**config.mk**
```make
export PLATFORM = sky130hd
export DESIGN_NAME = exec_stage_mc_flat
export DESIGN_NICKNAME = d
export VERILOG_FILES = /design/src/rtl/exec_stage_mc_if.sv /design/src/rtl/exec_stage_mc.sv /design/src/flat_wrapper.sv
export SDC_FILE = /design/constraint.sdc
export NUM_CORES = 1
export LEC_CHECK = 0
export CAP_MARGIN = 10
export CORE_MARGIN = 3
export CORE_UTILIZATION = 55
export CTS_CLUSTER_DIAMETER = 60
export CTS_CLUSTER_SIZE = 20
export DETAILED_ROUTE_END_ITERATION = 7
export DONT_BUFFER_PORTS = 1
export PLACE_DENSITY = 0.75
export SKIP_CTS_REPAIR_TIMING = 1
export SKIP_LAST_GASP = 1
export SYNTH_ARGS = -nofsm -noshare
export SYNTH_HDL_FRONTEND = slang
export SYNTH_SLANG_ARGS = --single-unit
```
**constraint.sdc**
```tcl
create_clock -name clk -period 2.36 [get_ports clk]
set_input_delay 0 -clock clk [delete_from_list [all_inputs] [get_ports clk]]
set_output_delay 0 -clock clk [all_outputs]
set_load 0.01 [all_outputs]
```
**src/rtl/exec_stage_mc_if.sv**
```systemverilog
`default_nettype none
// ============================================================================
//  Module      : exec_stage_mc_if
//  Description : Bundle interface for exec_stage_mc. It carries the operand
//                handshake from decode/register-read, the result handshake to
//                writeback, and the flush strobe.
//                master : the surrounding pipeline (drives operands, out_ready)
//                slave  : the execute stage (drives in_ready and results)
//  Revision    : 1.0  initial release
// ============================================================================
interface exec_stage_mc_if #(
   parameter int DW = 16,
   parameter int AW = 8,
   parameter int RW = 4
);
   // Operand side
   logic          flush;
   logic          in_valid;
   logic          in_ready;
   logic [DW-1:0] do1;
   logic [DW-1:0] do2;
   logic [DW-1:0] imm;
   logic [RW-1:0] dest;
   logic [2:0]    alucnt;
   logic          sel;
   logic          wes;
   logic [1:0]    branchs;
   logic [AW-1:0] disp;
   logic [AW-1:0] nxtadrs;
   // Result side
   logic          out_valid;
   logic          out_ready;
   logic [DW-1:0] wdata_e;
   logic [RW-1:0] dest_e;
   logic          we_e;
   logic [AW-1:0] PCd;
   logic          bj;

   modport master (
      output flush, in_valid, do1, do2, imm, dest, alucnt, sel, wes,
             branchs, disp, nxtadrs, out_ready,
      input  in_ready, out_valid, wdata_e, dest_e, we_e, PCd, bj
   );

   modport slave (
      input  flush, in_valid, do1, do2, imm, dest, alucnt, sel, wes,
             branchs, disp, nxtadrs, out_ready,
      output in_ready, out_valid, wdata_e, dest_e, we_e, PCd, bj
   );
endinterface
`default_nettype wire

```
**src/rtl/exec_stage_mc.sv**
```systemverilog
`default_nettype none
// ============================================================================
//  Module      : exec_stage_mc
//  Description : Execute stage with valid/ready handshakes on both sides.
//                ALU (ADD/SUB/AND/OR/XOR/SLL/SRL/SRA), immediate bypass,
//                branch compare and branch-target add. Shifts by n>0 run
//                iteratively at one bit per cycle (latency 1+n); every other
//                op completes in one cycle. The result sits in an output
//                register until the consumer accepts it.
//  Ports       : clk  - clock, all state on rising edge
//                rst  - synchronous reset, active-high
//                bus  - exec_stage_mc_if.slave: flush, operand handshake
//                       (in_valid/in_ready, do1, do2, imm, dest, alucnt, sel,
//                       wes, branchs, disp, nxtadrs) and result handshake
//                       (out_valid/out_ready, wdata_e, dest_e, we_e, PCd, bj)
//  Revision    : 1.0  initial release
// ============================================================================
module exec_stage_mc #(
   parameter int DW = 16,
   parameter int AW = 8,
   parameter int RW = 4
) (
   input  wire logic       clk,
   input  wire logic       rst,
   exec_stage_mc_if.slave  bus
);
   localparam int SW = $clog2(DW);

   typedef enum logic [0:0] {
      S_IDLE  = 1'b0,
      S_SHIFT = 1'b1
   } state_t;

   state_t r_state;
   state_t w_state_nxt;

   // Working state for an iterative shift
   logic [DW-1:0] r_work;
   logic [SW-1:0] r_cnt;
   logic [1:0]    r_sop;
   logic [RW-1:0] r_p_dest;
   logic          r_p_wes;
   logic [AW-1:0] r_p_pcd;
   logic          r_p_taken;

   // Output registers
   logic          r_out_valid;
   logic [DW-1:0] r_wdata;
   logic [RW-1:0] r_dest_e;
   logic          r_we;
   logic [AW-1:0] r_pcd;
   logic          r_taken;

   logic          w_in_ready;
   logic          w_accept;
   logic [SW-1:0] w_amt;
   logic          w_is_shift;
   logic          w_shift_start;
   logic          w_load_single;
   logic          w_shift_done;
   logic [DW-1:0] w_alu;
   logic [DW-1:0] w_result;
   logic          w_taken;
   logic [AW-1:0] w_pcd;
   logic [DW-1:0] w_shift1;

   assign w_in_ready    = !rst && !bus.flush && (r_state == S_IDLE) &&
                          (!r_out_valid || bus.out_ready);
   assign w_accept      = bus.in_valid && w_in_ready;
   assign w_amt         = bus.do2[SW-1:0];
   // alucnt 5..7 are the shifts; the immediate bypass never shifts
   assign w_is_shift    = !bus.sel && bus.alucnt[2] && (bus.alucnt[1:0] != 2'b00);
   assign w_shift_start = w_accept && w_is_shift && (w_amt != '0);
   assign w_load_single = w_accept && !w_shift_start;
   assign w_shift_done  = (r_state == S_SHIFT) && (r_cnt == SW'(1));
   assign w_pcd         = bus.nxtadrs + bus.disp;
   assign w_result      = bus.sel ? bus.imm : w_alu;

   // Single-cycle ALU; a shift reaching here has amount 0, so it passes do1
   always_comb begin
      w_alu = bus.do1;
      case (bus.alucnt)
         3'd0:    w_alu = bus.do1 + bus.do2;
         3'd1:    w_alu = bus.do1 - bus.do2;
         3'd2:    w_alu = bus.do1 & bus.do2;
         3'd3:    w_alu = bus.do1 | bus.do2;
         3'd4:    w_alu = bus.do1 ^ bus.do2;
         default: w_alu = bus.do1;
      endcase
   end

   always_comb begin
      w_taken = 1'b0;
      case (bus.branchs)
         2'd1:    w_taken = (bus.do1 == bus.do2);
         2'd2:    w_taken = (bus.do1 != bus.do2);
         2'd3:    w_taken = ($signed(bus.do1) < $signed(bus.do2));
         default: w_taken = 1'b0;
      endcase
   end

   // One-bit step of the working register; r_sop holds alucnt[1:0]
   always_comb begin
      w_shift1 = {r_work[DW-1], r_work[DW-1:1]};
      case (r_sop)
         2'b01:   w_shift1 = {r_work[DW-2:0], 1'b0};
         2'b10:   w_shift1 = {1'b0, r_work[DW-1:1]};
         default: w_shift1 = {r_work[DW-1], r_work[DW-1:1]};
      endcase
   end

   // FSM state register
   always_ff @(posedge clk) begin
      if (rst) begin
         r_state <= S_IDLE;
      end else begin
         r_state <= w_state_nxt;
      end
   end

   // FSM next state
   always_comb begin
      w_state_nxt = r_state;
      if (bus.flush) begin
         w_state_nxt = S_IDLE;
      end else begin
         case (r_state)
            S_IDLE:  if (w_shift_start) w_state_nxt = S_SHIFT;
            S_SHIFT: if (r_cnt == SW'(1)) w_state_nxt = S_IDLE;
            default: w_state_nxt = S_IDLE;
         endcase
      end
   end

   // Datapath and output registers
   always_ff @(posedge clk) begin
      if (rst) begin
         r_work      <= '0;
         r_cnt       <= '0;
         r_sop       <= '0;
         r_p_dest    <= '0;
         r_p_wes     <= 1'b0;
         r_p_pcd     <= '0;
         r_p_taken   <= 1'b0;
         r_out_valid <= 1'b0;
         r_wdata     <= '0;
         r_dest_e    <= '0;
         r_we        <= 1'b0;
         r_pcd       <= '0;
         r_taken     <= 1'b0;
      end else if (bus.flush) begin
         // Any in-flight shift is dropped; data registers are left as-is
         r_out_valid <= 1'b0;
         r_cnt       <= '0;
      end else begin
         if (w_accept) begin
            r_work    <= bus.do1;
            r_cnt     <= w_shift_start ? w_amt : '0;
            r_sop     <= bus.alucnt[1:0];
            r_p_dest  <= bus.dest;
            r_p_wes   <= bus.wes;
            r_p_pcd   <= w_pcd;
            r_p_taken <= w_taken;
         end else if (r_state == S_SHIFT) begin
            r_work <= w_shift1;
            r_cnt  <= r_cnt - SW'(1);
         end

         if (w_load_single) begin
            r_out_valid <= 1'b1;
            r_wdata     <= w_result;
            r_dest_e    <= bus.dest;
            r_we        <= bus.wes;
            r_pcd       <= w_pcd;
            r_taken     <= w_taken;
         end else if (w_shift_done) begin
            // A shift only starts once the previous result has drained,
            // so the output register is free when the last step lands
            r_out_valid <= 1'b1;
            r_wdata     <= w_shift1;
            r_dest_e    <= r_p_dest;
            r_we        <= r_p_wes;
            r_pcd       <= r_p_pcd;
            r_taken     <= r_p_taken;
         end else if (r_out_valid && bus.out_ready) begin
            r_out_valid <= 1'b0;
         end
      end
   end

   assign bus.in_ready  = w_in_ready;
   assign bus.out_valid = r_out_valid;
   assign bus.wdata_e   = r_wdata;
   assign bus.dest_e    = r_dest_e;
   assign bus.we_e      = r_we && r_out_valid;
   assign bus.PCd       = r_pcd;
   assign bus.bj        = r_taken && r_out_valid;

endmodule
`default_nettype wire
```
**src/flat_wrapper.sv**
```systemverilog
// flat-port wrapper written by rule: the top's interface ports become plain ports
module exec_stage_mc_flat 
#(
   parameter int DW = 16,
   parameter int AW = 8,
   parameter int RW = 4
)
  (clk, rst, bus_flush, bus_in_valid, bus_do1, bus_do2, bus_imm, bus_dest, bus_alucnt, bus_sel, bus_wes, bus_branchs, bus_disp, bus_nxtadrs, bus_out_ready, bus_in_ready, bus_out_valid, bus_wdata_e, bus_dest_e, bus_we_e, bus_PCd, bus_bj);
  exec_stage_mc_if #(.DW(DW), .AW(AW), .RW(RW)) bus_i ();
  input  wire logic clk;
  input  wire logic rst;
  input wire logic [$bits(bus_i.flush)-1:0] bus_flush;
  input wire logic [$bits(bus_i.in_valid)-1:0] bus_in_valid;
  input wire logic [$bits(bus_i.do1)-1:0] bus_do1;
  input wire logic [$bits(bus_i.do2)-1:0] bus_do2;
  input wire logic [$bits(bus_i.imm)-1:0] bus_imm;
  input wire logic [$bits(bus_i.dest)-1:0] bus_dest;
  input wire logic [$bits(bus_i.alucnt)-1:0] bus_alucnt;
  input wire logic [$bits(bus_i.sel)-1:0] bus_sel;
  input wire logic [$bits(bus_i.wes)-1:0] bus_wes;
  input wire logic [$bits(bus_i.branchs)-1:0] bus_branchs;
  input wire logic [$bits(bus_i.disp)-1:0] bus_disp;
  input wire logic [$bits(bus_i.nxtadrs)-1:0] bus_nxtadrs;
  input wire logic [$bits(bus_i.out_ready)-1:0] bus_out_ready;
  output wire logic [$bits(bus_i.in_ready)-1:0] bus_in_ready;
  output wire logic [$bits(bus_i.out_valid)-1:0] bus_out_valid;
  output wire logic [$bits(bus_i.wdata_e)-1:0] bus_wdata_e;
  output wire logic [$bits(bus_i.dest_e)-1:0] bus_dest_e;
  output wire logic [$bits(bus_i.we_e)-1:0] bus_we_e;
  output wire logic [$bits(bus_i.PCd)-1:0] bus_PCd;
  output wire logic [$bits(bus_i.bj)-1:0] bus_bj;
  assign bus_i.flush = bus_flush;
  assign bus_i.in_valid = bus_in_valid;
  assign bus_i.do1 = bus_do1;
  assign bus_i.do2 = bus_do2;
  assign bus_i.imm = bus_imm;
  assign bus_i.dest = bus_dest;
  assign bus_i.alucnt = bus_alucnt;
  assign bus_i.sel = bus_sel;
  assign bus_i.wes = bus_wes;
  assign bus_i.branchs = bus_branchs;
  assign bus_i.disp = bus_disp;
  assign bus_i.nxtadrs = bus_nxtadrs;
  assign bus_i.out_ready = bus_out_ready;
  assign bus_in_ready = bus_i.in_ready;
  assign bus_out_valid = bus_i.out_valid;
  assign bus_wdata_e = bus_i.wdata_e;
  assign bus_dest_e = bus_i.dest_e;
  assign bus_we_e = bus_i.we_e;
  assign bus_PCd = bus_i.PCd;
  assign bus_bj = bus_i.bj;
  exec_stage_mc #(.DW(DW), .AW(AW), .RW(RW)) u_core (.clk(clk), .rst(rst), .bus(bus_i));
endmodule
```
Yosys cells after proc, flatten, opt, wreduce, memory -nomap -nowiden
Cells that the tools add are included.

Register bits after elaboration: 68. Latch bits: 0. Memory bits (writable): 0. ROM bits: 0. Input port bits: 80. Output and inout bits: 32. Word-level logic and storage cells: 90. Memories kept: 0.

$add $sub $neg: 4. $mul: 0. Divide/modulo/power cells: 0. Order comparisons: 1. Eq/ne operators: 12. Shifts and indexed selects: 0. Multiplexer cells: 25. Bitwise logic cells: 5. Reduce and logical (&&, ||, !) cells: 29.

Operators with widths (number): $mux 16 (5); $pmux 16 s5 (1); $pmux 16 s2 (1); $mux 4 (5); $add 16x16->16 (1); $and 16x16->16 (1); $eq 16x16->1 (1); $lt 16x16->1 (1); $mux 8 (2); $ne 16x16->1 (1); $or 16x16->16 (1); $sub 16x16->16 (1); $xor 16x16->16 (1); $logic_and 1x1->1 (13); $mux 1 (9); $add 8x8->8 (1); $eq 2x2->1 const B (3); $eq 3x2->1 const B (2); $reduce_and 2->1 (3); $reduce_bool 2->1 (3); $logic_not 1->1 (5); $eq 2x1->1 const B (2); $eq 4x1->1 const B (1); $reduce_bool 4->1 (1); other kinds (10) (11).

Logic depth before layout (Yosys ltp)
Gate-level depths: netlist of run 1.

Word-level depth: 11. Mapped depth: 12. Mapped depth without buffers: 11.

Worst setup path before layout of run 1
OpenSTA, ideal clock, no wires.

Path type: in2reg. From: in bus_do2[0]. To: reg u_core.r_wdata[14], in the netlist u_core.bus.wdata_e[14]. Library setup time: 117 ps. Arrival time: 2210 ps. Data required time: 2243 ps. Setup slack: 32 ps. Cell stages on the path: 10. Path buffers: 0. Path through: ha_1 > fa_1 > a211oi_1 > nor2_1 > o32a_1 > a31oi_1 > a211o_1 > mux2i_1 > o211ai_1 > a32o_1.

Longest elaborated chain between the ends: 6. Elaborated cells between the ends (all ways): 11. Classes of those cells: 2 x add/sub; 3 x mux; 6 x reduce/logical.

Ends and longest elaborated chain: start: declaration (line flat_wrapper.sv:15) `input wire logic [$bits(bus_i.do2)-1:0] bus_do2;`; parallel branches: the longest is 6 deep, another holds $sub 16x16->16; end signal: assignment (line exec_stage_mc.sv:171) `r_wdata <= w_result;`; end signal: assignment (line exec_stage_mc.sv:180) `r_wdata <= w_shift1;`; end: declaration (line exec_stage_mc.sv:48) `logic [DW-1:0] r_wdata;`.

Several ways; the timed one is not identified. A chain may end at the register's enable or synchronous reset.

Final worst setup path of run 1
Same ends and word-level chain as after synthesis.

==> impl_metrics.yaml, run 1 <==
drt:
  viasPerCell: 6.39
  vias: 6807
  wl_microns: 21700
  drt_first_iter_violations: 745
  wl_per_cell_microns: 20.3
  drc: 0
  ant_nets: 0
  drtPass1Iterations: 6
synthesis:
  synth_cell_types: 57
  ys_seq_elements: 68
  synthFlopType: "dfxtp_1"
  synth.cell_area_sq_mm: 0.00628
  syn_nets: 1045
  async_reset_ff_frac: 0
  yosysWarnings: 0
  netlist_instances: 899
  avgSynthCellArea_sq_um: 6.99
  synth_edf_count: 0
  ys_seq_area_frac: 0.217
finish:
  fin_nets: 1067
  layout_commonest_cell: "nor2_1"
  fin_cells: 1066
  diodes: 0
  final_cell_mix: "116 x nor2_1, 115 x nand2_1, 98 x a21oi_1, 68 x dfxtp_1, 63 x ha_1"
  drive_gt1_frac: 0.0767
  area_growth_syn_to_layout_pct: 14.8
  stdcell_area_sq_mm: 0.00721
place:
  port-buffer-count: 0
  post-place-ws_ns: -0.143
  place_inst: 1021
  dpl_cell_area_sq_mm: 0.00657
  gp_congestion: 0.960
  hpwl_microns: 15800
critical_path:
  crit_arrival_ns: 2.44
  crit_path_start_kind: "primary input"
  timing.rr.end: "u_core.bus.wdata_e[15]"
  criticalPathCategory: "primary input to register"
  crit_fanout: 6
  r2r_start: "u_core.r_state"
  r2r_setup_slack_ns: 0.19
  end_kind: "register"
  reg2regPathDepth: 8
  crit_required_ns: 2.59
clock_network:
  path_clk_slew_ns: 0.06
  cts_root_buf: "clkbuf_16"
  cts_made_buffers: 9
  cts_buffer_depth: 2
  cts_sinks: 68
  clk_latency_ns: 0.34
  cts_tree: "yes"
  h-tree-depth: 3
timing:
  fin_crit_sh: 0.938
  max_slew_margin: 0.546
  worst_slew_pin_slew_ns: 0.681
  setup_viol: 0
  tns_ns: 0
  timing.final.ws_setup_ns: 0.147
  slew_violations: 0
  finalClockSkew_ns: 0.00659
  min_period_ns: 2.21
  final_hold_viol_count: 18
  holdWs_ns: -0.0413
  rsz0062_at_grt: "no"
  fmax_ghz: 0.452
worst_hold_path:
  hp-class: "primary input to register"
  min_delay_path_depth: 2
  hold_end: "u_core.bus.wdata_e[7]"
  min_from: "bus_alucnt[2]"
global_route:
  grt-ovfl-total: 0
  grt_pass1_vias: 6426
  grt_first_pass_wirelength_microns: 33500
  grt_start_max_net_pins: 68
  antenna_found_initial: 0
  grt_usage: 0.323
floorplanning:
  rows: 38
  dieArea_sq_mm: 0.0127
  ios: 112
  core_sq_mm: 0.0110
  dieWidth_microns: 113
  fp.dieH_microns: 113
  start_util: 0.572
run_status:
  violations: "hold timing"
  run_status: "finished, violations left"
flow_run:
  maxCapViolations: 0
pwr:
  cellPowerDensity_mw_per_mm2: 508
  leakage_nw: 2.92
  peakVddDrop_v: 0.000486
==> cell usage after synthesis, types with 3 or more instances <==
cell type	instances	share of area
nand4_1	3	0.0030
o31ai_1	4	0.0048
o21bai_1	6	0.0072
o32a_1	3	0.0048
and3_1	3	0.0030
fa_1	3	0.0096
a311oi_1	13	0.018
o22ai_1	13	0.013
o21a_1	6	0.0072
o21ai_0	38	0.030
mux2i_1	13	0.021
o211ai_1	19	0.023
and2_1	3	0.0030
a21oi_1	98	0.078
a211o_1	3	0.0042
a21o_1	10	0.012
o311ai_0	5	0.0070
buf_2	11	0.0088
a221oi_1	12	0.017
nor3_1	18	0.014
a211oi_1	21	0.025
ha_1	63	0.13
dfxtp_1	68	0.22
a31oi_1	6	0.0060
nor2_1	118	0.071
nand2_1	115	0.069
o21ai_1	3	0.0024
nor3b_1	5	0.0060
xor2_1	4	0.0056
nor4_1	8	0.0080
nand3_1	17	0.014
a22oi_1	11	0.013
a2111oi_0	6	0.0084
or2_2	3	0.0030
inv_1	58	0.035
clkbuf_1	49	0.029
xnor2_1	15	0.021
buf_1	4	0.0024
or3_1	3	0.0030
nor2b_1	12	0.012
==> logic make-up (layout without fill, tap and decap cells) <==
group | after synthesis | after routing | share of synthesized area
xor+xnor | 19 | 19 | 0.0265
flops | 68 | 68 | 0.217
mux | 13 | 13 | 0.0207
compound gates | 294 | 294 | 0.305
fa+ha+maj | 66 | 66 | 0.135
simple gates | 316 | 316 | 0.220
buf+inv | 123 | 150 | 0.0763
==> metrics by stage <==
stage	util	total power, W
after floorplan	-	0.00191
after global placement	0.598	0.00210
after detailed placement	0.598	0.00212
after CTS	0.627	0.00357
after global routing	0.656	0.00381
final	0.656	0.00366
==> routing by layer <==
| metal | part of all wire | vias up | wire (microns) | global-route usage |
|---|---|---|---|---|
| li1 | - | 3232 | - | - |
| met1 | 0.40 | 3153 | 8740 | 0.403 |
| met2 | 0.47 | 370 | 10100 | 0.543 |
| met3 | 0.10 | 52 | 2270 | 0.0909 |
| met4 | 0.026 | 0 | 563 | 0.0946 |
| met5 | 0 | - | 0 | 0 |
==> worst max path at each step <==
stage | start | to | slack [ns] | cells past startpoint
floorplan | bus_do2[0] | u_core.bus.wdata_e[14] | 0.03 | 10
global placement | bus_do2[0] | u_core.bus.wdata_e[14] | -0.17 | 10
detailed placement | bus_do2[0] | u_core.bus.wdata_e[14] | -0.14 | 10
CTS | u_core.r_state | u_core.bus.wdata_e[14] | 0.13 | 6
global route | bus_do2[0] | u_core.bus.wdata_e[14] | 0.008 | 10
finish | bus_do2[0] | u_core.bus.wdata_e[14] | 0.15 | 10
==> state kept, by name, summed over array words and instances, names as in the netlist <==
register and flops:
u_core.r_we 1, u_core.bus.PCd 8, u_core.r_p_pcd 8, u_core.r_p_dest 4, u_core.r_sop 2, u_core.r_cnt 4, u_core.r_work 16, u_core.bus.wdata_e 16
u_core.r_p_taken 1, u_core.bus.out_valid 1, u_core.r_taken 1, u_core.r_state 1, u_core.r_p_wes 1, u_core.bus.dest_e 4
==> power by group <==
part / switching [W] / internal [W] / total [W] / leakage, nW
Combinational: 0.000570 / 0.000409 / 0.000979 / 2.21
Sequential: 0.0000314 / 0.00118 / 0.00121 / 0.551
Clock: 0.000539 / 0.000930 / 0.00147 / 0.156
Total: 0.00114 / 0.00252 / 0.00366 / 2.92
==> worst max-delay path: stages <==
cell	delay, ns
ha_1	0.20
fa_1	0.42
a211oi_1	0.29
nor2_1	0.11
o32a_1	0.38
a31oi_1	0.35
a211o_1	0.20
mux2i_1	0.18
o211ai_1	0.10
a32o_1	0.20
==> cell type report <==
type                       instances  area [sq um]
clock buffer                       9           225
inverter                          58           218
clock inverter                     7          98.8
fill                             972          3770
timing repair buffer              76           677
tap                              140           175
sequential                        68          1360
multi-input combinational        708          4450
(Power assumes the default switching activity.)
==> run 2: changes to the inputs <==
==> constraint.sdc (replaced) <==
create_clock -name clk -period 1.87 [get_ports clk]
set_input_delay 0 -clock clk [delete_from_list [all_inputs] [get_ports clk]]
set_output_delay 0 -clock clk [all_outputs]
set_load 0.01 [all_outputs]
==> run 2 against run 1 <==
Compared with the run above: clock skew grew 0.0016 ns; clock power grew 28%; critical path type is now register to register; via count rose by 12%; die area did not move; the run ends with hold timing, setup timing left; global-route usage up 1.3 points; non-clock buffer count rose by 95; combinational power grew 58%.
==> impl_metrics.yaml, run 2 (synthesis gave the netlist of run 1 again) <==
run_status:
  run_status: "finished, violations left"
  violations: "hold timing, setup timing"
global_route:
  grt_pass1_vias: 6845
  grt_usage: 0.336
  antenna_found_initial: 1
  grt-ovfl-total: 0
  grt_start_max_net_pins: 68
  grt_first_pass_wirelength_microns: 34600
floorplanning:
  start_util: 0.572
  rows: 38
  core_sq_mm: 0.0110
  dieWidth_microns: 113
  dieArea_sq_mm: 0.0127
  fp.dieH_microns: 113
  ios: 112
place:
  gp_congestion: 0.993
  port-buffer-count: 0
  dpl_cell_area_sq_mm: 0.00731
  hpwl_microns: 16800
finish:
  stdcell_area_sq_mm: 0.00840
  n_fill_cell: 803
  regArea_sq_mm: 0.00137
  drive_gt1_frac: 0.210
  area_growth_syn_to_layout_pct: 33.7
  final_cell_mix: "126 x buf_4, 114 x nand2_1, 111 x nor2_1, 88 x a21oi_1, 65 x dfxtp_1"
  fin_nets: 1163
  layout_commonest_cell: "buf_4"
  final_util: 0.765
  multi_input_area_sq_mm: 0.00479
drt:
  viasPerCell: 6.54
  drtPass1Iterations: 5
  drt_first_iter_violations: 975
  wl_per_cell_microns: 21.5
  vias: 7611
  ant_nets: 0
  wl_microns: 25100
  drc: 0
clock_network:
  clk_latency_ns: 0.34
  cts_buffer_depth: 2
  cts_made_buffers: 9
  cts_tree: "yes"
  h-tree-depth: 3
  cts_sinks: 68
  path_clk_slew_ns: 0.06
  cts_root_buf: "clkbuf_16"
timing:
  fin_crit_sh: 1.09
  holdWs_ns: -0.0364
  slew_violations: 0
  timing.final.ws_setup_ns: -0.176
  max_slew_margin: 0.661
  tns_ns: -1.69
  rsz0062_at_grt: "yes"
  finalClockSkew_ns: 0.00823
  setup_viol: 30
  final_hold_viol_count: 9
  min_period_ns: 2.05
  worst_slew_pin_slew_ns: 0.507
  fmax_ghz: 0.489
pwr:
  peakVddDrop_v: 0.000598
  cellPowerDensity_mw_per_mm2: 590
  leakage_nw: 3.47
critical_path:
  cp_top_family: "simple AND/OR/NAND/NOR gates"
  crit_path_start_kind: "register"
  critPathBufInv: 1
  cpMaxStageDelayCell: "dfxtp_1"
  end_kind: "register"
  crit_path_max_incr_delay_ns: 0.38
  worstPathCellList: "ha_4, nor4bb_4, a21oi_2, or2_1, buf_4, nor3_1, a21oi_1, nor2_1"
  criticalPathCategory: "register to register"
  crit_required_ns: 2.13
  crit_arrival_ns: 2.31
  crit_fanout: 11
worst_hold_path:
  hp-class: "primary input to register"
flow_run:
  maxCapViolations: 0
-- run 2: metal layers --
metal,vias to the layer above,routed length (microns),track usage
met5,-,0,0
met2,493,11600,0.552
met1,3569,9470,0.425
met3,118,2670,0.0877
li1,3431,-,-
met4,0,1350,0.125
-- run 2: layout make-up --
class                      instances  area share
multi-input combinational        709       0.571
timing repair buffer             171       0.179
sequential                        68       0.163
clock buffer                      11      0.0289
inverter                          58      0.0274
tap                              140      0.0209
clock inverter                     5     0.00998
antenna                            1    0.000298
-- run 2: final timing paths --
check / from / to / slack (ns) / cells after the start
setup / recovery: u_core.r_cnt[0] / u_core.bus.wdata_e[2] / -0.18 / 8
hold / removal: bus_alucnt[0] / u_core.bus.wdata_e[6] / -0.04 / 2
hold reg to reg: u_core.r_p_pcd[2] / u_core.r_p_pcd[2] / 0.46 / 2
setup reg to reg: u_core.r_cnt[0] / u_core.bus.wdata_e[2] / -0.18 / 8
-- run 2: report_power, final --
part / switching (W) / internal, W / leakage (nW)
combinational: 0.000840 / 0.000706 / 2.77
sequential: 0.0000412 / 0.00149 / 0.552
clock: 0.000670 / 0.00121 / 0.152
total: 0.00155 / 0.00340 / 3.47
-- run 2: stage by stage --
stage / power (W) / setup slack [ns] / std cells
floorplan: 0.00244 / -0.233 / 899
global placement: 0.00284 / -0.362 / 1099
detailed placement: 0.00287 / -0.406 / 1099
CTS: 0.00472 / -0.258 / 1115
global route: 0.00513 / -0.307 / 1163
finish: 0.00496 / -0.176 / 1163
==> run 3: changes to the inputs <==
--- a/config.mk
+++ b/config.mk
@@ -8,6 +8,7 @@
 export CAP_MARGIN = 10
 export CORE_MARGIN = 3
 export CORE_UTILIZATION = 55
+export CTS_BUF_LIST = sky130_fd_sc_hd__clkbuf_4 sky130_fd_sc_hd__clkbuf_8
 export CTS_CLUSTER_DIAMETER = 60
 export CTS_CLUSTER_SIZE = 20
 export DETAILED_ROUTE_END_ITERATION = 7
==> run 3 against run 2 <==
Compared with the run above: the flow still finishes with violations (hold timing, setup timing); sequential power barely moved; critical path depth grew 2; worst setup slack better by 0.040 ns; critical path type unchanged.
==> impl_metrics.yaml, run 3 (synthesis gave the netlist of run 1 again) <==
timing:
  max_slew_margin: 0.617
  slew_violations: 0
  finalClockSkew_ns: 0.0139
  fin_crit_sh: 1.07
  holdWs_ns: -0.296
  rsz0062_at_grt: "yes"
  setup_viol: 21
  final_hold_viol_count: 59
  worst_slew_pin_slew_ns: 0.573
  timing.final.ws_setup_ns: -0.136
  min_period_ns: 2.01
  fmax_ghz: 0.499
clock_network:
  clk_latency_ns: 0.36
  cts_tree: "yes"
  path_clk_slew_ns: 0.07
  cts_root_buf: "clkbuf_8"
  cts_sinks: 68
  h-tree-depth: 3
  cts_made_buffers: 9
  cts_buffer_depth: 2
critical_path:
  crit_fanout: 8
  end_kind: "register"
  critPathBufInv: 3
  cp-startpoint: "u_core.r_state"
  cpMaxStageDelayCell: "nor4b_4"
  crit_required_ns: 2.16
  crit_path_start_kind: "register"
  r2r_start: "u_core.r_state"
  crit_path_max_incr_delay_ns: 0.34
  worstPathCellList: "buf_6, nor4b_4, a21oi_2, buf_4, nor2_4, buf_12, nor2_2, nor4_4, o21ai_1, o21ai_1"
  criticalPathCategory: "register to register"
  cp_top_family: "simple AND/OR/NAND/NOR gates"
  crit_top_cell: "o21ai_1"
  crit_arrival_ns: 2.30
drt:
  drt_first_iter_violations: 800
  drtPass1Iterations: 5
  wl_microns: 23200
  wl_per_cell_microns: 20.4
  drc: 0
  vias: 7257
  ant_nets: 0
  viasPerCell: 6.37
place:
  gp_congestion: 0.993
  hpwl_microns: 16800
  port-buffer-count: 0
finish:
  final_util: 0.726
  layout_commonest_cell: "buf_4"
  area_growth_syn_to_layout_pct: 26.9
  drive_gt1_frac: 0.202
  fin_nets: 1141
  final_cell_mix: "125 x buf_4, 113 x nor2_1, 113 x nand2_1, 93 x a21oi_1, 64 x dfxtp_1"
  diodes: 0
pwr:
  peakVddDrop_v: 0.000485
  leakage_nw: 3.31
  cellPowerDensity_mw_per_mm2: 548
flow_run:
  maxCapViolations: 0
run_status:
  run_status: "finished, violations left"
  violations: "hold timing, setup timing"
floorplanning:
  core_sq_mm: 0.0110
  dieArea_sq_mm: 0.0127
  fp.dieH_microns: 113
  ios: 112
  dieWidth_microns: 113
  start_util: 0.572
  rows: 38
worst_hold_path:
  hp-class: "primary input to register"
  min_from: "rst"
global_route:
  grt-ovfl-total: 0
  antenna_found_initial: 0
  grt_first_pass_wirelength_microns: 34400
  grt_pass1_vias: 6833
  grt_usage: 0.334
  grt_start_max_net_pins: 68
[run 3: changes by cell type in the layout (fill, tap and decap cells not counted), sizes merged]
cell	previous run	this run
dlygate4sd3	31	14
buf	138	135
clkbuf	13	12
diode	1	0
or2	7	6
[run 3: layout make-up]
cell class | count | area [sq um]
flip-flops and latches | 68 | 1370
clock inverters | 5 | 83.8
inverters | 58 | 230
multi-input cells | 708 | 4710
fillers | 891 | 3010
repair buffers | 150 | 1260
well taps | 140 | 175
clock buffers | 11 | 145
[run 3: where the power goes]
group	leakage, nW	switching, W	internal (W)	total (W)
clock	0.110	0.000591	0.000807	0.00140
sequential	0.553	0.0000400	0.00149	0.00153
combinational	2.64	0.000786	0.000659	0.00145
[run 3: routing by layer]
metal  up-vias  global-route usage  routed length, microns
li1       3392                   -                       -
met1      3433               0.421                    9340
met2       371               0.547                   10800
met3        61              0.0989                    2340
met4         0               0.113                     751
met5         -                   0                       0
[run 3: path summary, 6_finish.rpt]
kind | end | slack [ns] | cells past startpoint
worst min register to register | u_core.r_p_pcd[4] | 0.45 | 2
worst max register to register | u_core.bus.wdata_e[10] | -0.14 | 10
worst min-delay path | u_core.r_p_pcd[0] | -0.30 | 1
worst max-delay path | u_core.bus.wdata_e[10] | -0.14 | 10
[run 3: metrics by stage]
stage	std cells	setup WS, ns	cell area [sq um]	TNS [ns]	total power (W)
floorplan	899	-0.233	6410	-0.634	0.00244
CTS	1115	-0.252	7540	-2.62	0.00426
global placement	1099	-0.362	7310	-2.80	0.00284
finish	1140	-0.136	7970	-0.932	0.00437
detailed placement	1099	-0.406	7310	-3.86	0.00287
global route	1140	-0.210	7970	-3.23	0.00456
